<file path="config.mk">
export PLATFORM = sky130hd
export DESIGN_NAME = fifo_sync_prog
export DESIGN_NICKNAME = d
export VERILOG_FILES = /design/src/rtl/fifo_pkg.sv /design/src/rtl/fifo_sdp_ram.sv /design/src/rtl/fifo_sync_prog.sv
export SDC_FILE = /design/constraint.sdc
export NUM_CORES = 1
export LEC_CHECK = 0
export CAP_MARGIN = 20
export CORE_ASPECT_RATIO = 1.75
export CORE_UTILIZATION = 56
export CTS_BUF_LIST = sky130_fd_sc_hd__clkbuf_8
export DETAILED_ROUTE_END_ITERATION = 6
export PLACE_DENSITY = 0.81
export SLEW_MARGIN = 20
export SYNTH_ARGS = -nofsm -noshare
export SYNTH_HDL_FRONTEND = slang
export SYNTH_SLANG_ARGS = --single-unit
</file>
<file path="constraint.sdc">
create_clock -name clk -period 2.7 [get_ports clk]
set_input_delay 0.27 -clock clk [delete_from_list [all_inputs] [get_ports clk]]
set_output_delay 0.27 -clock clk [all_outputs]
set_load 0.005 [all_outputs]
</file>
<file path="src/rtl/fifo_pkg.sv">
// Shared definitions for the single-clock FIFO family: read-mode selectors
// and an elaboration-time ceiling-log2 helper for sizing pointers.
package fifo_pkg;

    localparam int FIFO_MODE_STD  = 32'sd0;
    localparam int FIFO_MODE_FWFT = 32'sd1;

    function automatic int fifo_clog2(input int value);
        int result;
        result = 32'sd0;
        while ((32'sd1 << result) < value) begin
            result = result + 32'sd1;
        end
        return result;
    endfunction

endpackage

</file>
<file path="src/rtl/fifo_sdp_ram.sv">
// Simple dual-port storage array: one synchronous write port and one
// asynchronous read port. Contents are intentionally never reset.
module fifo_sdp_ram #(
    parameter int DATA_W = 8,
    parameter int DEPTH  = 16,
    parameter int AW     = 4
) (
    input  logic              clk,
    input  logic              we,
    input  logic [AW-1:0]     waddr,
    input  logic [DATA_W-1:0] wdata,
    input  logic [AW-1:0]     raddr,
    output logic [DATA_W-1:0] rdata
);

    logic [DATA_W-1:0] mem_r [DEPTH];

    // Write port: store one word per accepted write.
    always_ff @(posedge clk) begin
        if (we) begin
            mem_r[waddr] <= wdata;
        end
    end

    assign rdata = mem_r[raddr];

endmodule

</file>
<file path="src/rtl/fifo_sync_prog.sv">
// Parametrised single-clock FIFO with programmable almost-full/empty levels,
// occupancy count, overflow/underflow pulses and standard or FWFT read mode.
module fifo_sync_prog
    import fifo_pkg::*;
#(
    parameter  int DATA_W    = 8,
    parameter  int DEPTH     = 16,
    parameter  int AF_THRESH = DEPTH - 2,
    parameter  int AE_THRESH = 2,
    parameter  int FWFT      = FIFO_MODE_STD,
    localparam int AW        = fifo_clog2(DEPTH)
) (
    input  logic              clk,
    input  logic              rst,
    input  logic              wr_en,
    input  logic [DATA_W-1:0] wr_data,
    input  logic              rd_en,
    output logic [DATA_W-1:0] rd_data,
    output logic              full,
    output logic              almost_full,
    output logic              empty,
    output logic              almost_empty,
    output logic [AW:0]       data_count,
    output logic              overflow,
    output logic              underflow
);

    localparam logic [AW:0]   CNT_ZERO  = (AW+1)'(0);
    localparam logic [AW:0]   CNT_ONE   = (AW+1)'(1);
    localparam logic [AW:0]   CNT_DEPTH = (AW+1)'(DEPTH);
    localparam logic [AW:0]   CNT_AF    = (AW+1)'(AF_THRESH);
    localparam logic [AW:0]   CNT_AE    = (AW+1)'(AE_THRESH);
    localparam logic [AW-1:0] PTR_ZERO  = AW'(0);
    localparam logic [AW-1:0] PTR_ONE   = AW'(1);

    // Reject illegal parameter combinations at elaboration.
    if (DATA_W < 1) begin : g_bad_width
        $error("fifo_sync_prog: DATA_W must be >= 1");
    end
    if ((DEPTH < 4) || ((DEPTH & (DEPTH - 1)) != 0)) begin : g_bad_depth
        $error("fifo_sync_prog: DEPTH must be a power of two >= 4");
    end
    if ((AF_THRESH < 1) || (AF_THRESH > DEPTH)) begin : g_bad_af
        $error("fifo_sync_prog: AF_THRESH out of range 1..DEPTH");
    end
    if ((AE_THRESH < 0) || (AE_THRESH > DEPTH - 1)) begin : g_bad_ae
        $error("fifo_sync_prog: AE_THRESH out of range 0..DEPTH-1");
    end
    if ((FWFT != FIFO_MODE_STD) && (FWFT != FIFO_MODE_FWFT)) begin : g_bad_mode
        $error("fifo_sync_prog: FWFT must be 0 or 1");
    end

    logic [AW-1:0]     wr_ptr_r;
    logic [AW-1:0]     rd_ptr_r;
    logic [AW:0]       count_r;
    logic              overflow_r;
    logic              underflow_r;
    logic              wr_acc_s;
    logic              rd_acc_s;
    logic [DATA_W-1:0] ram_q_s;

    // Flags decode the registered count, so acceptance uses this cycle's flags.
    assign full         = (count_r == CNT_DEPTH);
    assign almost_full  = (count_r >= CNT_AF);
    assign empty        = (count_r == CNT_ZERO);
    assign almost_empty = (count_r <= CNT_AE);
    assign data_count   = count_r;
    assign overflow     = overflow_r;
    assign underflow    = underflow_r;

    assign wr_acc_s = wr_en & ~full;
    assign rd_acc_s = rd_en & ~empty;

    // Pointer, occupancy and error-pulse registers.
    always_ff @(posedge clk) begin
        if (rst) begin
            wr_ptr_r    <= PTR_ZERO;
            rd_ptr_r    <= PTR_ZERO;
            count_r     <= CNT_ZERO;
            overflow_r  <= 1'b0;
            underflow_r <= 1'b0;
        end else begin
            overflow_r  <= wr_en & full;
            underflow_r <= rd_en & empty;
            if (wr_acc_s) begin
                wr_ptr_r <= wr_ptr_r + PTR_ONE;
            end
            if (rd_acc_s) begin
                rd_ptr_r <= rd_ptr_r + PTR_ONE;
            end
            case ({wr_acc_s, rd_acc_s})
                2'b10:   count_r <= count_r + CNT_ONE;
                2'b01:   count_r <= count_r - CNT_ONE;
                default: count_r <= count_r;
            endcase
        end
    end

    fifo_sdp_ram #(
        .DATA_W (DATA_W),
        .DEPTH  (DEPTH),
        .AW     (AW)
    ) u_ram (
        .clk   (clk),
        .we    (wr_acc_s),
        .waddr (wr_ptr_r),
        .wdata (wr_data),
        .raddr (rd_ptr_r),
        .rdata (ram_q_s)
    );

    if (FWFT == FIFO_MODE_FWFT) begin : g_fwft
        // Head word is presented directly; meaningless while empty.
        assign rd_data = ram_q_s;
    end else begin : g_std
        logic [DATA_W-1:0] rd_data_r;

        // Capture the head word on each accepted read, hold otherwise.
        always_ff @(posedge clk) begin
            if (rst) begin
                rd_data_r <= {DATA_W{1'b0}};
            end else if (rd_acc_s) begin
                rd_data_r <= ram_q_s;
            end else begin
                rd_data_r <= rd_data_r;
            end
        end

        assign rd_data = rd_data_r;
    end

endmodule

</file>
Yosys cells after proc, flatten, opt, wreduce, memory -nomap -nowiden
Memory sizes are Yosys's and may differ from the RTL's. A register that Yosys moved wholly into a read port is not among the register bits. Index checks and enable logic that the tools add are counted.

Memories: 1. Output and inout port bits: 19. Bits of input ports: 12. Logic and storage cells: 26. Flip-flop bits (word level): 15. Bits in writable memories: 128.

Memory list: u_ram.mem_r (depth 16, width 8, rd ports 1, clocked after memory_dff 1, write ports 1, line fifo_sdp_ram.sv:16) `logic [DATA_W-1:0] mem_r [DEPTH];`.

Bitwise logic cells: 6. Reductions and logical operators: 2. Mux-type cells: 3. Equal/unequal tests: 3. Add/sub/neg operators: 4. Magnitude comparators: 2.

Operators with widths (count): 5-bit case mux with 2 select lines (1); 4-bit by 1-bit adder with 4-bit output (second input constant) (2); 5-bit by 1-bit adder with 5-bit output (second input constant) (1); 5-bit == test (second input constant) (1); 5-bit by 4-bit greater-or-equal comparator with 1-bit output (second input constant) (1); 5-bit by 2-bit <= comparator with 1-bit output (second input constant) (1); 5-bit zero test (1); 5-bit by 1-bit subtractor with 5-bit output (second input constant) (1); 1-bit AND (4); 2-bit by 1-bit == test with 1-bit output (second input constant) (1); 2-bit == test (second input constant) (1); 1-bit two-way mux (2); 1-bit NOT (2); 2-bit nonzero test (1).

Logic depth before layout (Yosys ltp)
Gate-level depths: netlist of run 1.

Word-level depth: 5. Gate-level depth with buffers: 13. Depth with buffers taken out: 11.

Hierarchy
From an unflattened synthesis of run 1, not the netlist that was laid out.

Cell total of the unflattened synthesis: 334. Area, all modules: 6074.6 µm².

Modules (own cells, without submodules): fifo_sdp_ram (cells each 221, seq. area each 3843.7 µm², area an instance 4987.3 µm², instances 1); fifo_sync_prog (cells each 113, seq. area each 460.4 µm², area an instance 1087.3 µm², instances 1).

Worst setup path after synthesis of run 1
No wires, ideal clock.

Kind: reg2reg. Start: register count_r[1], in the netlist data_count[1]. End: register count_r[4], in the netlist data_count[4]. Clock period less this slack: 2824 ps. Arrival: 2700 ps. Stages on the path, launching flop included: 14. Setup slack: -124 ps. Required time: 2577 ps. Path through: dfxtp_1 -> buf_2 -> nor4_4 -> a21boi_1 -> buf_2 -> ha_1 -> clkbuf_1 -> xor2_1 -> ha_1 -> a21oi_1 -> nand2b_1 -> a21o_1 -> a21oi_1 -> mux2_1.

Cells in the longest elaborated chain, start to end: 5. Elaborated cells between the ends (all ways): 12. Those cells by class: 2 x add/sub; 3 x eq/ne; 1 x mux; 4 x bitwise; 2 x reduce/logical.

RTL lines: from (decl) (line fifo_sync_prog.sv:55) `logic [AW:0] count_r;`; from (signal assigned) (line fifo_sync_prog.sv:92) `2'b10: count_r <= count_r + CNT_ONE;`; from (signal assigned) (line fifo_sync_prog.sv:93) `2'b01: count_r <= count_r - CNT_ONE;`; from (signal assigned) (line fifo_sync_prog.sv:94) `default: count_r <= count_r;`; 5-bit zero test * (line fifo_sync_prog.sv:65) `assign empty = (count_r == CNT_ZERO);`; 1-bit NOT * (line fifo_sync_prog.sv:72) `assign rd_acc_s = rd_en & ~empty;`; 1-bit AND * (line fifo_sync_prog.sv:72); named net rd_acc_s (line fifo_sync_prog.sv:59) `logic rd_acc_s;`; 2-bit by 1-bit == test with 1-bit output / 2-bit == test (equally long branches) (line fifo_sync_prog.sv:91) `case ({wr_acc_s, rd_acc_s})`; 5-bit case mux with 2 select lines / 2-bit nonzero test (equally long branches).

Mark *: on every way through the listed nets, which the timed path passes. The rest lies on a longest branch. A chain may end at the register's enable or synchronous reset.

Final worst setup path of run 1
Start: register count_r[0], in the netlist data_count[0]. End: register count_r[4], in the netlist data_count[4].

Cells in the longest elaborated chain, start to end: 5. Elaborated cells between the ends (all ways): 12. Those cells by class: 2 x add/sub; 3 x eq/ne; 1 x mux; 4 x bitwise; 2 x reduce/logical.

RTL lines (line): 5-bit == test / 5-bit zero test (equally long branches) (fifo_sync_prog.sv:63, fifo_sync_prog.sv:65); 1-bit NOT (on tied branches) (fifo_sync_prog.sv:71, fifo_sync_prog.sv:72); 1-bit AND (on tied branches) (fifo_sync_prog.sv:71, fifo_sync_prog.sv:72); 2-bit by 1-bit == test with 1-bit output / 2-bit == test (equally long branches) (fifo_sync_prog.sv:91); 5-bit case mux with 2 select lines / 2-bit nonzero test (equally long branches).

Parallel ways exist; a longest one is shown, timed or not.

==> impl_metrics.ini, run 1 <==
[logic_synthesis]
synth_area_leader_cell = edfxtp_1
yosysSeqAreaShare = 0.7097
synth_area_per_cell_um2 = 16.13
ys_async_sr_fraction = 0
yosysUniqueCellTypes = 39
synth_warnings = 0
syn_inst = 376
ys_seq_elements = 151
synth_area_um2 = 6065
synthTopCellsByArea = edfxtp_1 (63%), dfxtp_1 (7.6%), mux4_2 (5.9%)
ys_top_cells_by_count = edfxtp_1 (128), nor2_1 (43), mux2i_1 (34)
syn_nets = 397
synth_top_area_frac = 0.6338
synth-edff-count = 128
synth.most_common_cell = edfxtp_1
ys.flop_type = edfxtp_1

[global_routing]
antenna_found_initial = 0
grt_pass1_vias = 3473
grt_use_total = 0.2286
grt_max_degree = 35
grt.overflow.total = 0
grt_pass1_wl_mm = 17.97

[cells_and_area]
n_fill_cell = 708
n_antenna_cell = 0
multi_input_area_um2 = 1622
nNetsFinal = 449
area_growth_syn_to_layout_pct = 15.41
drive_gt1_frac = 0.1769
seq_area_um2 = 4305

[detailed_routing]
drc = 0
wl_mm = 11.47
dr.first_iter.drc_count = 160
vias = 3287
viasPerCell = 5.787
drt_pre_antenna_iters = 4
ant_nets = 0
wl_per_cell_um = 20.20

[clock_tree]
cts_buffers = 17
cts_max_level = 4
clk_latency_ns = 0.44
cts-resized-gates = 0
root_buffer = clkbuf_8
cts_tree = built
clock_sinks = 151
clk_pin_slew_worst_paths_ns = 0.09
clock_path_buffers = 2
post_cts_buffers = 0
ctsHoldBuffers = 0

[placed_design]
dp_hpwl_mm = 8.166
numPortBuffers = 30
place.gp.congestion = 0.8951

[power]
p_total_mw = 5.987
p_int_mw = 4.231
swShare = 0.2933
power_density_nw_per_um2 = 855.4
p_clk_frac = 0.268
p_seq_frac = 0.470
p_leak_nw = 2.277
p_comb_frac = 0.262
vdd_drop_max_uv = 595.3
p_sw_mw = 1.756

[sta]
max_freq_mhz = 396.5
slew_violations = 0
period_minus_slack_ns = 2.522
fin_crit_sh = 0.9340
skew_ns = 0.01036
slew_headroom = 0.5137
rsz0062_at_grt = false
hold_viol = 0
worstMarginPinSlew_ns = 0.7271
setup_viol = 0
tns_ns = 0

[floorplanning]
core-area_um2 = 10420
die_x_um = 80.67
ios = 31
start_util = 0.5819
dieArea_um2 = 11270
rows = 49
chipHeight_um = 139.7

[critical_path]
reg2regPathDepth = 10
end_kind = flop
path_class = flop to flop
startpoint = data_count[0]
crit_fanout = 4
r2r_slack_ns = 0.18
worstSetupEndpoint = data_count[4]
r2r-start = data_count[0]
r2r-end = data_count[4]
worstSetupStartpointType = flop
cp.arrival_ns = 2.86
critPathRequiredTime_ns = 3.04

[worst_hold_path]
hold_path_class = input pin to flop
holdCritStartpoint = wr_en
hold_depth = 2

[run]
drv_cap = 0

[run_status]
status = finished clean
[power by group through the flow]
stage / logic [mW] / registers, mW / clock network [mW]
after floorplan: 0.961 / 2.85 / 0
after global placement: 1.53 / 2.85 / 0
after detailed placement: 1.59 / 2.87 / 0
after CTS: 1.59 / 2.81 / 1.64
after global routing: 1.72 / 2.83 / 1.73
final: 1.57 / 2.81 / 1.61
[metrics by stage]
stage	util	setup WS [ns]	cells	hold slack, ns	area (um2)
finish	0.6715	0.1781	568	0.4242	6999
floorplan	-	0.01139	376	0.3689	6070
global route	0.6715	0.03366	568	0.4164	6999
global placement	0.6352	0.1793	536	0.4916	6620
detailed placement	0.6352	0.08120	536	0.4981	6620
CTS	0.6715	0.1465	568	0.4016	6999
[routing by layer]
layer / global-route usage / up-vias / wire length, um
li1: - / 1557 / -
met1: 0.2287 / 1611 / 3972
met2: 0.4161 / 92 / 6566
met3: 0.04393 / 27 / 445
met4: 0.1429 / 0 / 486
met5: 0 / - / 0
[worst min path at each step]
stage / end
final: overflow
after global routing: overflow
after CTS: overflow
after detailed placement: rd_data[2]
after global placement: rd_data[7]
after floorplan: u_ram.mem_r[0][0]
[cell type report]
class                           instances  area share
Tap cell                              127     0.02270
Sequential cell                       151      0.6151
Clock buffer                           17     0.03343
Inverter                                5    0.002681
Timing Repair Buffer                   57     0.07365
Clock inverter                         15     0.02074
Multi-Input combinational cell        196      0.2317
[placed cells by master (no fill, tap or decap), drive strengths merged, types with 3 or more instances in the layout]
master         Yosys  routed
edfxtp           128     128
nor2              43      43
mux2i             34      34
clkdlybuf4s50      0      30
buf               17      27
dfxtp             23      23
o22ai             18      18
clkbuf             7      17
mux4              16      16
inv                5      12
nand2             11      11
a22oi              9       9
ha                 9       9
a311oi             8       8
xor2               7       7
nand2b             5       5
a21oi              5       5
nor3               4       4
clkinvlp           0       4
nor2b              3       3
clkinv             0       3
[state kept, by name (all words and copies together), names as in the netlist]
| register | flops |
|---|---|
| data_count | 5 |
| overflow | 1 |
| rd_data | 8 |
| rd_ptr_r | 4 |
| u_ram.mem_r | 128 |
| underflow | 1 |
| wr_ptr_r | 4 |
[critical path, stage by stage (launching register included)]
cell,delay (ns)
dfxtp_1,0.34
nor4_4,0.40
a21boi_1,0.15
ha_1,0.27
xor2_1,0.16
ha_1,0.21
a21oi_2,0.16
nand2b_1,0.09
a21o_1,0.18
a21oi_1,0.14
mux2_1,0.33
[cell families after synthesis]
| kind of cell | after synthesis | share of synthesized area |
|---|---|---|
| adders and majority gates | 9 | 0.01857 |
| buffers and inverters | 29 | 0.02352 |
| DFF | 151 | 0.7097 |
| xor gates and xnor gates | 9 | 0.01300 |
| AOI/OAI and AO/OA | 48 | 0.05550 |
| muxes | 51 | 0.1174 |
| and+or+nand+nor | 79 | 0.06231 |
(Power assumes the default switching activity.)
==> run 2: changes to the inputs <==
--- a/config.mk
+++ b/config.mk
@@ -7,10 +7,10 @@
 export LEC_CHECK = 0
 export CAP_MARGIN = 20
 export CORE_ASPECT_RATIO = 1.75
-export CORE_UTILIZATION = 56
+export CORE_UTILIZATION = 25
 export CTS_BUF_LIST = sky130_fd_sc_hd__clkbuf_8
 export DETAILED_ROUTE_END_ITERATION = 6
-export PLACE_DENSITY = 0.81
+export PLACE_DENSITY = 0.44
 export SLEW_MARGIN = 20
 export SYNTH_ARGS = -nofsm -noshare
 export SYNTH_HDL_FRONTEND = slang
==> run 2 against run 1 <==
Compared with the run above: clock-buffer cell count up 1; via count is 2.0% lower; critical path depth rose by 2; power rose by 1.9%; clock skew down 0.00071 ns; routed wire length grew 19%; cell area rose by 3.3%; hold slack better by 0.023 ns; sequential power about the same; critical endpoint unchanged; largest power group unchanged; highest routed layer unchanged.
==> impl_metrics.ini, run 2 (synthesis gave the netlist of run 1 again) <==
[cells_and_area]
stdcell_count = 750
nNetsFinal = 450
drive_gt1_frac = 0.1787
top_register = u_ram.mem_r
most-common-layout-cells = edfxtp_1 (128), nor2_1 (43), mux2i_1 (34)
design_area_um2 = 7232
area_growth_syn_to_layout_pct = 19.25
n_antenna_cell = 0
largest_reg_flops = 128
fin_util = 0.3022
mostFrequentLayoutCell = edfxtp_1

[detailed_routing]
ant_nets = 0
dr.first_iter.drc_count = 152
wl_mm = 13.62
drc = 0
viasPerCell = 4.296
drt_pre_antenna_iters = 4
vias = 3222
wl_per_cell_um = 18.16

[worst_hold_path]
holdCritStartpoint = wr_en
hold_path_class = input pin to flop

[critical_path]
r2r-start = data_count[1]
r2r-end = data_count[4]
crit_fanout = 4
path_class = flop to flop
reg2regPathDepth = 12
cp.arrival_ns = 2.84
r2r_slack_ns = 0.19
critPathRequiredTime_ns = 3.03
startpoint = data_count[1]
worstSetupEndpoint = data_count[4]
worstSetupStartpointType = flop
end_kind = flop

[run]
drv_cap = 0

[floorplanning]
dieArea_um2 = 24910
rows = 75
start_util = 0.2534
core-area_um2 = 23930
die_x_um = 119.7
ios = 31
chipHeight_um = 208.0

[global_routing]
grt.overflow.total = 0
grt_use_total = 0.1173
grt_pass1_wl_mm = 20.93
antenna_found_initial = 0
grt_max_degree = 51
busiest_layer = met2
grt.met1_usage = 0.1205
grt_use_met2 = 0.2195
use_met3 = 0.02467
grt_pass1_vias = 3437

[power]
swShare = 0.2876
p_leak_nw = 2.290
p_int_mw = 4.344
p_comb_frac = 0.276
vdd_drop_max_uv = 273.4
power_density_nw_per_um2 = 843.2
p_seq_frac = 0.458
p_total_mw = 6.098
p_sw_mw = 1.754
p_clk_frac = 0.266

[sta]
timing.final.ws_setup_ns = 0.1944
slew_headroom = 0.4996
period_minus_slack_ns = 2.506
skew_ns = 0.009643
hold_viol = 0
worstMarginPinSlew_ns = 0.7482
tns_ns = 0
fin_crit_sh = 0.9280
max_freq_mhz = 399.1
rsz0062_at_grt = false
setup_viol = 0
whs_ns = 0.4477
slew_violations = 0

[placed_design]
place.gp.congestion = 0.7811
dp_hpwl_mm = 9.398
dp_cells = 717
post-place-ws_ns = 0.08576
numPortBuffers = 30
detailed_place.area_um2 = 6850

[clock_tree]
clock_sinks = 151
clock_path_buffers = 2
clk_latency_ns = 0.44
cts_tree = built
clk_pin_slew_worst_paths_ns = 0.08
cts_max_level = 4
root_buffer = clkbuf_8
cts_buffers = 17
ctsHoldBuffers = 0

[run_status]
status = finished clean
==> run 2: changes by cell type in the layout (fill, tap and decap cells not counted), moves of 2 or more <==
cell	before	now
clkinv_2	0	4
clkinv_4	2	0
ha_1	9	7
ha_2	0	2
inv_1	6	9
inv_6	3	0
inv_8	3	0
==> run 2: layout make-up <==
class	instances	area (um2)
Inverter	5	18.77
Sequential cell	151	4305
Tap cell	308	385.4
Fill cell	2367	16700
Multi-Input combinational cell	196	1630
Clock inverter	14	121.4
Clock buffer	18	247.7
Timing Repair Buffer	58	523.0
==> run 2: routing by layer <==
metal | up-vias | wire (um)
li1 | 1553 | -
met1 | 1591 | 5220
met2 | 57 | 7639
met3 | 21 | 321
met4 | 0 | 441
met5 | - | 0
==> run 2: worst min path at each step <==
stage                   endpoint  cells past startpoint  slack (ns)
2_1_floorplan  u_ram.mem_r[0][0]                      0        0.37
3_3_place_gp          rd_data[2]                      2        0.50
3_5_place_dp          rd_data[1]                      2        0.50
4_1_cts                 overflow                      2        0.43
5_1_grt                 overflow                      2        0.43
6_report                overflow                      2        0.45
==> run 2: critical path, stage by stage, from the launching register on <==
cell and delay (ns):
dfxtp_1 0.34, nor4_4 0.26, buf_4 0.18, a21boi_2 0.07, inv_1 0.09, ha_2 0.20, xor2_1 0.17, ha_2 0.22
o21ai_0 0.10, o22ai_1 0.16, a21oi_1 0.08, a21oi_1 0.19, mux2_1 0.34
==> run 2: repair_timing <==
item / in CTS / in global routing
buffers inserted: 0 / 1
gates resized for setup: 0 / 2
endpoints found under the setup margin: 0 / 1
==> run 2: power by group through the flow <==
stage	clock network [mW]	registers, mW	logic (mW)
after global routing	1.77	2.82	1.85
after global placement	0	2.84	1.66
after floorplan	0	2.85	0.961
final	1.62	2.80	1.68
after detailed placement	0	2.85	1.68
after CTS	1.69	2.80	1.68
==> run 3: changes to the inputs <==
--- a/config.mk
+++ b/config.mk
@@ -5,6 +5,7 @@
 export SDC_FILE = /design/constraint.sdc
 export NUM_CORES = 1
 export LEC_CHECK = 0
+export ABC_AREA = 1
 export CAP_MARGIN = 20
 export CORE_ASPECT_RATIO = 1.75
 export CORE_UTILIZATION = 25
==> run 3 against run 2 <==
Compared with the run above: power increased by 8.9%; synthesized area increased by 11%; non-clock buffer count decreased by 6; largest cell class unchanged; largest power group unchanged.
==> impl_metrics.ini, run 3 <==
[logic_synthesis]
synth_top_family_by_area = simple AND/OR/NAND/NOR gates
synth-edff-count = 128
synth_area_per_cell_um2 = 9.815
ys_async_sr_fraction = 0
yosysSeqAreaShare = 0.6420
synthTopCellsByArea = edfxtp_1 (57%), nand2_1 (13%), nand3_1 (7.1%)
ys_seq_elements = 151
synth_adder_area_share = 0.01680
synth_xor_area_frac = 0.006532
ys.flop_type = edfxtp_1
synth_area_leader_cell = edfxtp_1
syn_inst = 683
yosysUniqueCellTypes = 30
synth_compound_gate_area_share = 0.01400
synth.area.mux_share = 0
synth_top_area_frac = 0.5733
ys_top_cells_by_count = nand2_1 (235), edfxtp_1 (128), nand3_1 (95)
syn_nets = 704
synth_warnings = 0
synth_area_um2 = 6704
synth.most_common_cell = nand2_1
synthSimpleGateAreaFrac = 0.2381

[sta]
max_freq_mhz = 447.1
rsz0062_at_grt = false
hold_viol = 0
whs_ns = 0.4229
setup_viol = 0
slew_violations = 0
timing.final.ws_setup_ns = 0.4631
fin_crit_sh = 0.8285
skew_ns = 0.008422
slew_headroom = 0.3662
period_minus_slack_ns = 2.237
tns_ns = 0
worstMarginPinSlew_ns = 0.9477

[global_routing]
grt_pass1_vias = 4563
grt_pass1_wl_mm = 26.45
grt_max_degree = 68
grt.overflow.total = 0
grt_use_total = 0.1338
antenna_found_initial = 0

[placed_design]
numPortBuffers = 30
detailed_place.area_um2 = 7415
post-place-ws_ns = 0.4372
dp_cells = 1031
place.gp.congestion = 0.7819
dp_hpwl_mm = 11.11

[clock_tree]
cts_tree = built
cts_max_level = 4
ctsHoldBuffers = 0
clk_latency_ns = 0.47
cts_buffers = 17
clock_path_buffers = 2
clk_pin_slew_worst_paths_ns = 0.08
clock_sinks = 151
root_buffer = clkbuf_8
post_cts_buffers = 0
cts-resized-gates = 0

[power]
vdd_drop_max_uv = 426.1
p_total_mw = 6.641
p_leak_nw = 3.224
power_density_nw_per_um2 = 852.9

[critical_path]
worstSetupStartpointType = flop
path_class = flop to flop
critPathRequiredTime_ns = 3.09
cp.arrival_ns = 2.62
end_kind = flop
crit_fanout = 7

[cells_and_area]
fin_util = 0.2939
area_growth_syn_to_layout_pct = 16.14
top_register = u_ram.mem_r
design_area_um2 = 7786
most-common-layout-cells = nand2_1 (235), edfxtp_1 (128), nand3_1 (95)
stdcell_count = 1063
drive_gt1_frac = 0.09214
nNetsFinal = 747
mostFrequentLayoutCell = nand2_1
largest_reg_flops = 128

[detailed_routing]
drt_pre_antenna_iters = 4
dr.first_iter.drc_count = 238
wl_mm = 17.06
wl_met3_um = 273
top_layer = met4
ant_nets = 0
vias = 4533
drc = 0
wl_per_cell_um = 16.05
viasPerCell = 4.264
routed-wl-met2_mm = 10.12
wl_met1_mm = 6.413

[run_status]
status = finished clean

[floorplanning]
start_util = 0.2531
die_x_um = 125.8
core-area_um2 = 26490
ios = 31
chipHeight_um = 218.6
rows = 79
dieArea_um2 = 27500

[worst_hold_path]
hold_path_class = input pin to flop

[run]
drv_cap = 0
==> run 3: cell families (layout without fill, tap and decap cells) <==
family | Yosys count | after routing
compound gates | 16 | 16
other cells | 0 | 1
simple gates | 377 | 377
xor+xnor | 5 | 5
flops | 151 | 151
buf+inv | 125 | 180
fa+ha+maj | 9 | 9
==> run 3: path summary, 6_finish.rpt <==
path / startpoint / end / slack, ns / cells after the start
worst max-delay path: data_count[1] / data_count[4] / 0.46 / 14
worst min-delay path: wr_en / overflow / 0.42 / 2
worst max register to register: data_count[1] / data_count[4] / 0.46 / 14
worst min register to register: wr_ptr_r[3] / wr_ptr_r[3] / 0.52 / 2
==> run 3: cell type report <==
class                   instances  area (um2)
diodes                          1       2.502
flip-flops and latches        151        4305
fillers                      2784       18700
inverters                      97       366.6
clock buffers                  17       234.0
well taps                     324       405.4
clock inverters                14       135.1
multi-input cells             407        1847
repair buffers                 52       490.5
==> run 3: worst max-delay path, cell delays in order (launching register included) <==
cell     delay (ns)
dfxtp_1        0.39
nor2_2         0.19
nand4_2        0.14
nand2_2        0.18
ha_1           0.30
xor2_1         0.21
ha_1           0.17
inv_1          0.04
nand2_1        0.08
nand3_1        0.10
nand2_1        0.07
nand2_1        0.04
nand2_1        0.07
nand2_1        0.05
a21oi_1        0.11
==> run 3: power by group <==
part / leakage, nW / switching [mW] / internal [mW]
Combinational: 1.70 / 1.39 / 0.776
Clock: 0.183 / 0.866 / 0.805
Sequential: 1.35 / 0.119 / 2.68
Total: 3.22 / 2.38 / 4.27
==> run 3: routing by layer <==
metal	global-route usage	vias up
li1	-	2293
met5	0	-
met3	0.02742	17
met1	0.1300	2185
met2	0.2672	38
met4	0.05823	0
